### src/rtl/midi_transmit.sv
// midi_transmit: serialises MIDI channel-voice messages onto an 8N1 line.
// Each message is a status byte (MSB implied), data1 and an optional data2.
// Running status can drop a repeated status byte. The line idles high.
//
// Handshake: a message transfers on a rising edge where din_valid && din_ready.
// din_ready is high only in IDLE. When din_ready is low, din_valid is ignored
// and nothing is queued, so upstream must hold the message until it is accepted.
module midi_transmit #(
    parameter int CLK_FREQ       = 100_000_000,
    parameter int BAUD_RATE      = 31250,
    parameter int RUNNING_STATUS = 1
) (
    input  logic       clk,
    input  logic       rst_n,
    input  logic       din_valid,
    output logic       din_ready,
    input  logic [6:0] status,
    input  logic [6:0] data1,
    input  logic [6:0] data2,
    output logic       dout,
    output logic       busy,
    output logic       dropped
);

    localparam int BIT_CYCLES = CLK_FREQ / BAUD_RATE;
    localparam int BAUD_W     = (BIT_CYCLES > 1) ? $clog2(BIT_CYCLES) : 1;
    localparam logic [BAUD_W-1:0] BAUD_LAST = BAUD_W'(BIT_CYCLES - 1);

    localparam logic [0:0] IDLE = 1'b0;
    localparam logic [0:0] SEND = 1'b1;

    logic [0:0]        state_q, state_d;
    logic [BAUD_W-1:0] baud_q, baud_d;
    logic [3:0]        bit_q, bit_d;        // 0 = start, 1..8 = data, 9 = stop
    logic [1:0]        byte_q, byte_d;
    logic [1:0]        last_byte_q, last_byte_d;  // N-1 for this message
    logic [7:0]        byte0_q, byte0_d;    // bytes stored in send order
    logic [7:0]        byte1_q, byte1_d;
    logic [7:0]        byte2_q, byte2_d;
    logic [6:0]        last_status_q, last_status_d;
    logic              last_valid_q, last_valid_d;
    logic              dout_q, dout_d;
    logic              dropped_q, dropped_d;

    logic       accept;
    logic       unsupported;
    logic       single_data;
    logic       skip_status;
    logic [7:0] cur_byte;

    assign busy      = (state_q == SEND);
    assign din_ready = !busy;
    assign dout      = dout_q;
    assign dropped   = dropped_q;

    assign accept      = (state_q == IDLE) && din_valid;
    assign unsupported = (status[6:4] == 3'b111);
    assign single_data = (status[6:5] == 2'b10);
    assign skip_status = (RUNNING_STATUS != 0) && last_valid_q && (status == last_status_q);

    // Select the byte currently being framed.
    always_comb begin
        cur_byte = byte0_q;
        case (byte_q)
            2'd1:    cur_byte = byte1_q;
            2'd2:    cur_byte = byte2_q;
            default: cur_byte = byte0_q;
        endcase
    end

    // Next-state logic: capture/classify in IDLE, bit and byte sequencing in SEND.
    always_comb begin
        state_d       = state_q;
        baud_d        = baud_q;
        bit_d         = bit_q;
        byte_d        = byte_q;
        last_byte_d   = last_byte_q;
        byte0_d       = byte0_q;
        byte1_d       = byte1_q;
        byte2_d       = byte2_q;
        last_status_d = last_status_q;
        last_valid_d  = last_valid_q;
        dout_d        = dout_q;
        dropped_d     = 1'b0;

        case (state_q)
            IDLE: begin
                if (accept) begin
                    if (unsupported) begin
                        dropped_d = 1'b1;
                    end else begin
                        state_d       = SEND;
                        dout_d        = 1'b0;  // start bit of the first frame
                        baud_d        = '0;
                        bit_d         = 4'd0;
                        byte_d        = 2'd0;
                        last_byte_d   = {1'b0, ~skip_status} + {1'b0, ~single_data};
                        last_status_d = status;
                        last_valid_d  = 1'b1;
                        if (skip_status) begin
                            byte0_d = {1'b0, data1};
                            byte1_d = {1'b0, data2};
                            byte2_d = 8'h00;
                        end else begin
                            byte0_d = {1'b1, status};
                            byte1_d = {1'b0, data1};
                            byte2_d = {1'b0, data2};
                        end
                    end
                end
            end
            SEND: begin
                if (baud_q == BAUD_LAST) begin
                    baud_d = '0;
                    if (bit_q == 4'd9) begin
                        if (byte_q == last_byte_q) begin
                            state_d = IDLE;
                            dout_d  = 1'b1;
                        end else begin
                            byte_d = byte_q + 2'd1;
                            bit_d  = 4'd0;
                            dout_d = 1'b0;  // next frame starts with no gap
                        end
                    end else begin
                        bit_d  = bit_q + 4'd1;
                        dout_d = (bit_q == 4'd8) ? 1'b1 : cur_byte[bit_q[2:0]];
                    end
                end else begin
                    baud_d = baud_q + 1'b1;
                end
            end
            default: state_d = IDLE;
        endcase
    end

    // State registers; reset aborts any frame in flight and forgets running status.
    always_ff @(posedge clk or negedge rst_n) begin
        if (!rst_n) begin
            state_q       <= IDLE;
            baud_q        <= '0;
            bit_q         <= 4'd0;
            byte_q        <= 2'd0;
            last_byte_q   <= 2'd0;
            byte0_q       <= 8'h00;
            byte1_q       <= 8'h00;
            byte2_q       <= 8'h00;
            last_status_q <= 7'h00;
            last_valid_q  <= 1'b0;
            dout_q        <= 1'b1;
            dropped_q     <= 1'b0;
        end else begin
            state_q       <= state_d;
            baud_q        <= baud_d;
            bit_q         <= bit_d;
            byte_q        <= byte_d;
            last_byte_q   <= last_byte_d;
            byte0_q       <= byte0_d;
            byte1_q       <= byte1_d;
            byte2_q       <= byte2_d;
            last_status_q <= last_status_d;
            last_valid_q  <= last_valid_d;
            dout_q        <= dout_d;
            dropped_q     <= dropped_d;
        end
    end

endmodule

### config.mk
export PLATFORM = sky130hd
export DESIGN_NAME = midi_transmit
export DESIGN_NICKNAME = d
export VERILOG_FILES = /design/src/rtl/midi_transmit.sv
export SDC_FILE = /design/constraint.sdc
export NUM_CORES = 1
export LEC_CHECK = 0
export ABC_CLOCK_PERIOD_IN_PS = 2100
export CAP_MARGIN = 15
export CELL_PAD_IN_SITES_DETAIL_PLACEMENT = 0
export CELL_PAD_IN_SITES_GLOBAL_PLACEMENT = 1
export CORE_UTILIZATION = 29
export DETAILED_ROUTE_END_ITERATION = 7
export PLACE_DENSITY_LB_ADDON = 0.1
export SYNTH_ARGS = -nofsm -noshare
export SYNTH_HDL_FRONTEND = slang
export SYNTH_SLANG_ARGS = --single-unit
### constraint.sdc
create_clock -name clk -period 2.1 [get_ports clk]
set_clock_uncertainty 0.15 [all_clocks]
set_input_delay 0.315 -clock clk [delete_from_list [all_inputs] [get_ports clk]]
set_output_delay 0.315 -clock clk [all_outputs]
set_load 0.02 [all_outputs]
==> run metrics, run 1 <==
Worst R2R End dout; CP Buf/Inv Count 1; core region area 9370 µm²; synthesis warning total 0; routability cong. 0.701; commonest cells after routing, fill and taps aside 66 x nand2_1, 52 x dfrtp_1, 28 x o21ai_0, 26 x clkdlybuf4s50_1, 23 x buf_4; Worst path slowest cell clkdlybuf4s50_1; Die H 101 µm; die span in x 101 µm; number of DRC markers in iteration 0 102; Hold Fails Final Rpt 0; # rows 35; Via-to-Cell Ratio 4.73; most common cell after layout, fill and taps aside nand2_1; Worst slew margin 69.9%; FFs w/ async S/R, synth 100%; critical path fanouts, max 10; Hold WS 0.324 ns; measured slew at the worst slew-check pin about 0.45 ns; Worst setup EP type output port; R2R depth 7; Placed Area 3440 µm²; Fillers roughly 1000; Post-DP HPWL between 5 and 6 mm; Max H-tree Level 2; Syn Inst Count 296; CP top delay family buffers and inverters; origin of the worst setup path busy; Area Overhead vs Synth 25.5%; Pins Over Slew Limit 0; Remaining DRCs 0; clk buf depth 2; Syn Nets 324; Startpoint Class register; Overflow after GRT 0; R2R Setup Slk roughly 0.18 ns; Final setup viols 0; Post-Syn Area 2850 µm²; Critical Path Sink busy; Cells after DPL 465; P_leak 0.00144 µW; drt pass-1 iters 4; Root Buffer clkbuf_8; antenna cell count 0; CP peak stage delay 0.68 ns; fraction of the cycle the final worst path needs a little over nine tenths; max-cap violation count 0; global-route wire length before repair 11.9 mm; Most used DFF post-synth dfrtp_1; count of cell types in the netlist 49; result of the run complete, no violations; TritonCTS Sinks 53; Stages on worst setup path 1; fraction of layout cells with a size suffix above 1 between 15 and 20%; post-route cell area 3580 µm²; drt total wl 7.12 mm; clk slew on worst S/H paths 0.10 ns; CTS buffer count 5; largest net degree at the start of global routing 54; number of global-route vias before repair 2309; crit path kind reg2out; worst r2r src byte_q[1]; GRT Overall Usage around 15%; arrival time at the worst endpoint approximately 1.6 ns; worst-skew pair later-pin latency about 0.3 ns; CP Cell Sequence clkdlybuf4s50_1; worst min path class reg2reg; Layout Cells excl Fill about 470; WL/cell roughly 15 µm; initial antenna violation count 0; total number of vias 2244; maximum vdd ir drop 279 µV; number of synthesized flops with an enable pin 0; I/O Pins 28; syn_area_per_cell 9.62 µm²; Seq cells post-synth 53; P per Cell Area 556 nW/µm²; Die ar. 10200 µm²; Final Net Count 372; DRT antenna net count 0; Min Clock Period, post-route 2.03 ns; CTS tree yes; Initial Utilization 30.4%; register area share after synthesis 46.6%; RSZ-0062 raised after global routing false; Critical Path RT 1.63 ns; Post-CTS Setup Inserts 0; # port buffers 27; maximum clock frequency 491 MHz
[flip-flops by register name, indices dropped and copies added (netlist names)]
register,flops
dropped,1
byte2_q,7
last_byte_q,2
last_valid_q,1
byte_q,2
byte0_q,8
bit_q,4
busy,1
dout,1
last_status_q,7
byte1_q,7
baud_q,12
[metal layers]
metal	up-vias	GRT usage, %	routed length, µm
li1	1132	-	-
met2	21	23.5	3170
met1	1089	22.4	3780
met3	2	2.08	141
met4	0	3.01	24
met5	-	0	0
[worst min path at each step]
stage / start / endpoint / slack (ns) / cells after the start
3_5_place_dp: rst_n / byte2_q[2] / 0.19 / 2
5_1_grt: dout / dout / 0.36 / 2
2_1_floorplan: rst_n / baud_q[0] / -0.13 / 0
6_report: dout / dout / 0.32 / 2
4_1_cts: dout / dout / 0.33 / 2
3_3_place_gp: rst_n / byte2_q[2] / 0.19 / 2
[area by class of cell]
class,count,area (µm²),share of cell area [%]
Clock buffer,7,86.3,2.41
Clock inverter,1,30.0,0.840
Inverter,8,30.0,0.840
Multi-Input combinational cell,222,1430,40.1
Sequential cell,53,1330,37.1
Tap cell,129,161,4.51
Timing Repair Buffer,54,508,14.2
[power breakdown]
part           switching [µW]  internal (µW)
clock network             351            390
registers                14.0           1040
logic                    92.3           99.0
[cells in the mapped netlist, types with 5 or more instances]
library cell	number	area [µm²]
clkbuf_1	5	18.8
o21ai_0	28	140
a21oi_1	6	30.0
o21ai_1	5	25.0
dfrtp_1	52	1300
inv_1	7	26.3
nand3_1	11	55.1
xnor2_1	14	123
mux2i_1	15	150
nand2_1	66	248
buf_2	6	30.0
nor2_1	14	52.6
[kinds of logic after synthesis]
family	share of synthesized area, %
buf+inv	3.56
fa+ha+maj	1.76
compound gates	15.2
simple gates	21.7
flops	46.6
xor+xnor	5.53
mux	5.67
[through the flow]
| stage | util [%] | setup slack (ns) | power, µW | TNS (ns) |
|---|---|---|---|---|
| global route | 38.2 | 0.0113 | 2070 | 0 |
| detailed placement | 36.7 | -0.0956 | 1260 | -1.37 |
| floorplan | - | 0.270 | 1140 | 0 |
| global placement | 36.7 | -0.0826 | 1260 | -0.917 |
| finish | 38.2 | 0.0650 | 1990 | 0 |
| CTS | 38.0 | 0.0294 | 2020 | 0 |
[repair_timing]
| item | in CTS | in global routing |
|---|---|---|
| hold endpoints to repair | 52 | 0 |
| endpoints found under the setup margin | 0 | 1 |
| gates resized for setup | 0 | 2 |
| hold buffers | 1 | 0 |
Power figures use the tool's default switching activity.
==> run 2, diff against run 1 <==
- ABC_CLOCK_PERIOD_IN_PS: 2100 -> 2400
- SLEW_MARGIN: default -> 20
- clock period: 2.1 -> 2.4 ns (I/O delays scaled with it)
==> run 2 against run 1 <==
  * Final area decreased by 3.4%
  * Sequential cell count stayed put
  * Non-clock buffer count fell by 15
  * Register-to-register slack improved by 0.13 ns
  * Largest power group unchanged
  * Highest routed layer unchanged
==> run metrics, run 2 (synthesis results as in run 1) <==
Layout Cells excl Fill 459 (-3.2%); Initial Utilization 30.4% (unchanged); R2R depth 6 (-1); Remaining DRCs 0 (unchanged); # rows 35 (unchanged); largest net degree at the start of global routing 46 (-15%); crit path kind reg2out; antenna cell count 0 (unchanged); Worst setup EP type output port; critical path fanouts, max 9 (-1); Via-to-Cell Ratio 4.68 (-1.2%); R2R Setup Slk 0.31 ns (+0.13 ns); I/O Pins 28 (unchanged); Hold Fails Final Rpt 0 (unchanged); # port buffers 27 (unchanged); Post-CTS Setup Inserts 0 (unchanged); core region area 9370 µm² (unchanged); Cells after DPL 450 (-3.2%); Worst R2R End dout; routability cong. 0.742 (+5.9%); P per Cell Area 504 nW/µm² (-9.3%); Pins Over Slew Limit 0 (unchanged); Min Clock Period, post-route 2.16 ns; maximum vdd ir drop 294 µV (+5.4%); TritonCTS Sinks 53 (unchanged); Worst slew margin 59.4% (-11 points); Critical Path RT 1.89 ns (+0.26 ns); most common cell after layout, fill and taps aside nand2_1; arrival time at the worst endpoint 1.65 ns (+0.08 ns); met1 GRT Util 22.7% (+0.31 points); maximum clock frequency 463 MHz; die span in x 101 µm (unchanged); Core Util, Final 36.9% (-1.3 points); Area Overhead vs Synth 21.3%; Die H 101 µm (unchanged); total number of vias 2147 (-4.3%); measured slew at the worst slew-check pin 0.609 ns (+0.158 ns); CTS buffer count 5 (unchanged); Overflow after GRT 0 (unchanged); number of DRC markers in iteration 0 76 (-25%); Startpoint Class register; Die ar. 10200 µm² (unchanged); worst-skew pair later-pin latency 0.32 ns (+0.02 ns); M2 GR Usage 23.2% (-0.31 points); Max H-tree Level 2 (unchanged); max-cap violation count 0 (unchanged); max reg flops 12 (unchanged); Critical Path Sink din_ready; global-route wire length before repair 12.1 mm (+1.1%); Setup TNS 0 ns (unchanged); WL/cell 15.4 µm (+2.8%); origin of the worst setup path busy; busiest grt layer met2; commonest cells after routing, fill and taps aside 66 x nand2_1, 52 x dfrtp_1, 28 x o21ai_0, 26 x clkdlybuf4s50_1, 15 x mux2i_1; GRT Overall Usage 15.4% (+0.26 points); result of the run complete, no violations; DRT antenna net count 0 (unchanged); number of global-route vias before repair 2284 (-1.1%); Root Buffer clkbuf_8; hold depth 2 (unchanged); Final Net Count 357 (-4.0%); P_leak 0.00136 µW (-5.1%); Top reg by flops baud_q; fraction of layout cells with a size suffix above 1 11.5% (-3.8 points); RSZ-0062 raised after global routing false; drt total wl 7.09 mm (-0.44%); clk buf depth 2 (unchanged); biggest regs baud_q: 12 flops, byte0_q: 8 flops; CTS tree yes; met3 Use GR 2.36% (+0.28 points); initial antenna violation count 0 (unchanged); drt pass-1 iters 4 (unchanged); clk slew on worst S/H paths 0.10 ns (about the same); Final setup viols 0 (unchanged); worst r2r src byte_q[0]; fraction of the cycle the final worst path needs 90.0%; Post-DP HPWL 5.02 mm (+0.28%); worst min path class reg2reg
run 2: changes by cell type in the layout (fill, tap and decap cells not counted):
cell,previous run,this run
clkinvlp_4,0,1
clkbuf_1,1,0
ha_4,1,0
ha_1,3,4
buf_4,23,8
run 2: repair_timing:
action                                 4_1_cts  5_1_grt
gates resized for setup                      0        0
hold buffers                                 1        0
endpoints found under the hold margin       23        0
run 2: worst min-delay path by stage:
stage / start / to / slack [ns]
6_report: dout / dout / 0.33
3_3_place_gp: rst_n / byte1_q[2] / 0.26
3_5_place_dp: rst_n / byte2_q[2] / 0.26
2_1_floorplan: rst_n / baud_q[0] / -0.09
5_1_grt: dout / dout / 0.36
4_1_cts: dout / dout / 0.33
run 2: cell type report:
| class | count | area [µm²] |
|---|---|---|
| flip-flops and latches | 53 | 1330 |
| clock buffers | 6 | 82.6 |
| repair buffers | 39 | 395 |
| well taps | 129 | 161 |
| inverters | 8 | 30.0 |
| fillers | 989 | 5920 |
| multi-input cells | 222 | 1420 |
| clock inverters | 2 | 37.5 |
run 2: routing by layer:
layer | up-vias | routed length (µm)
met5 | - | 0
met4 | 0 | 58
met3 | 5 | 180
met2 | 23 | 3130
met1 | 1023 | 3720
li1 | 1096 | -
run 2: critical path, cell delays in order, from the launching register on:
cell and delay [ns]:
dfrtp_1 0.47, inv_2 0.21, clkdlybuf4s50_1 0.65
run 2: through the flow:
step                total power [µW]  hold WS (ns)  area (µm²)  setup slack, ns
floorplan                       1000       -0.0856        2850            0.570
global placement                1100         0.259        3320            0.164
detailed placement              1100         0.264        3320            0.158
CTS                             1770         0.335        3450            0.199
global route                    1820         0.356        3450            0.146
finish                          1740         0.329        3450            0.240
run 2: power by group:
part	switching [µW]	internal [µW]	leakage, µW
combinational	78.0	75.5	0.000624
sequential	12.6	912	0.000681
clock	324	340	0.0000574
total	415	1330	0.00136
==> run 3, diff against run 2 <==
- CTS_BUF_LIST: default -> sky130_fd_sc_hd__clkbuf_2 sky130_fd_sc_hd__clkbuf_4 sky130_fd_sc_hd__clkbuf_8
- TNS_END_PERCENT: default -> 10
==> results of run 3 <==
The final DEF is identical to that of run 2; final timing and power are the same.
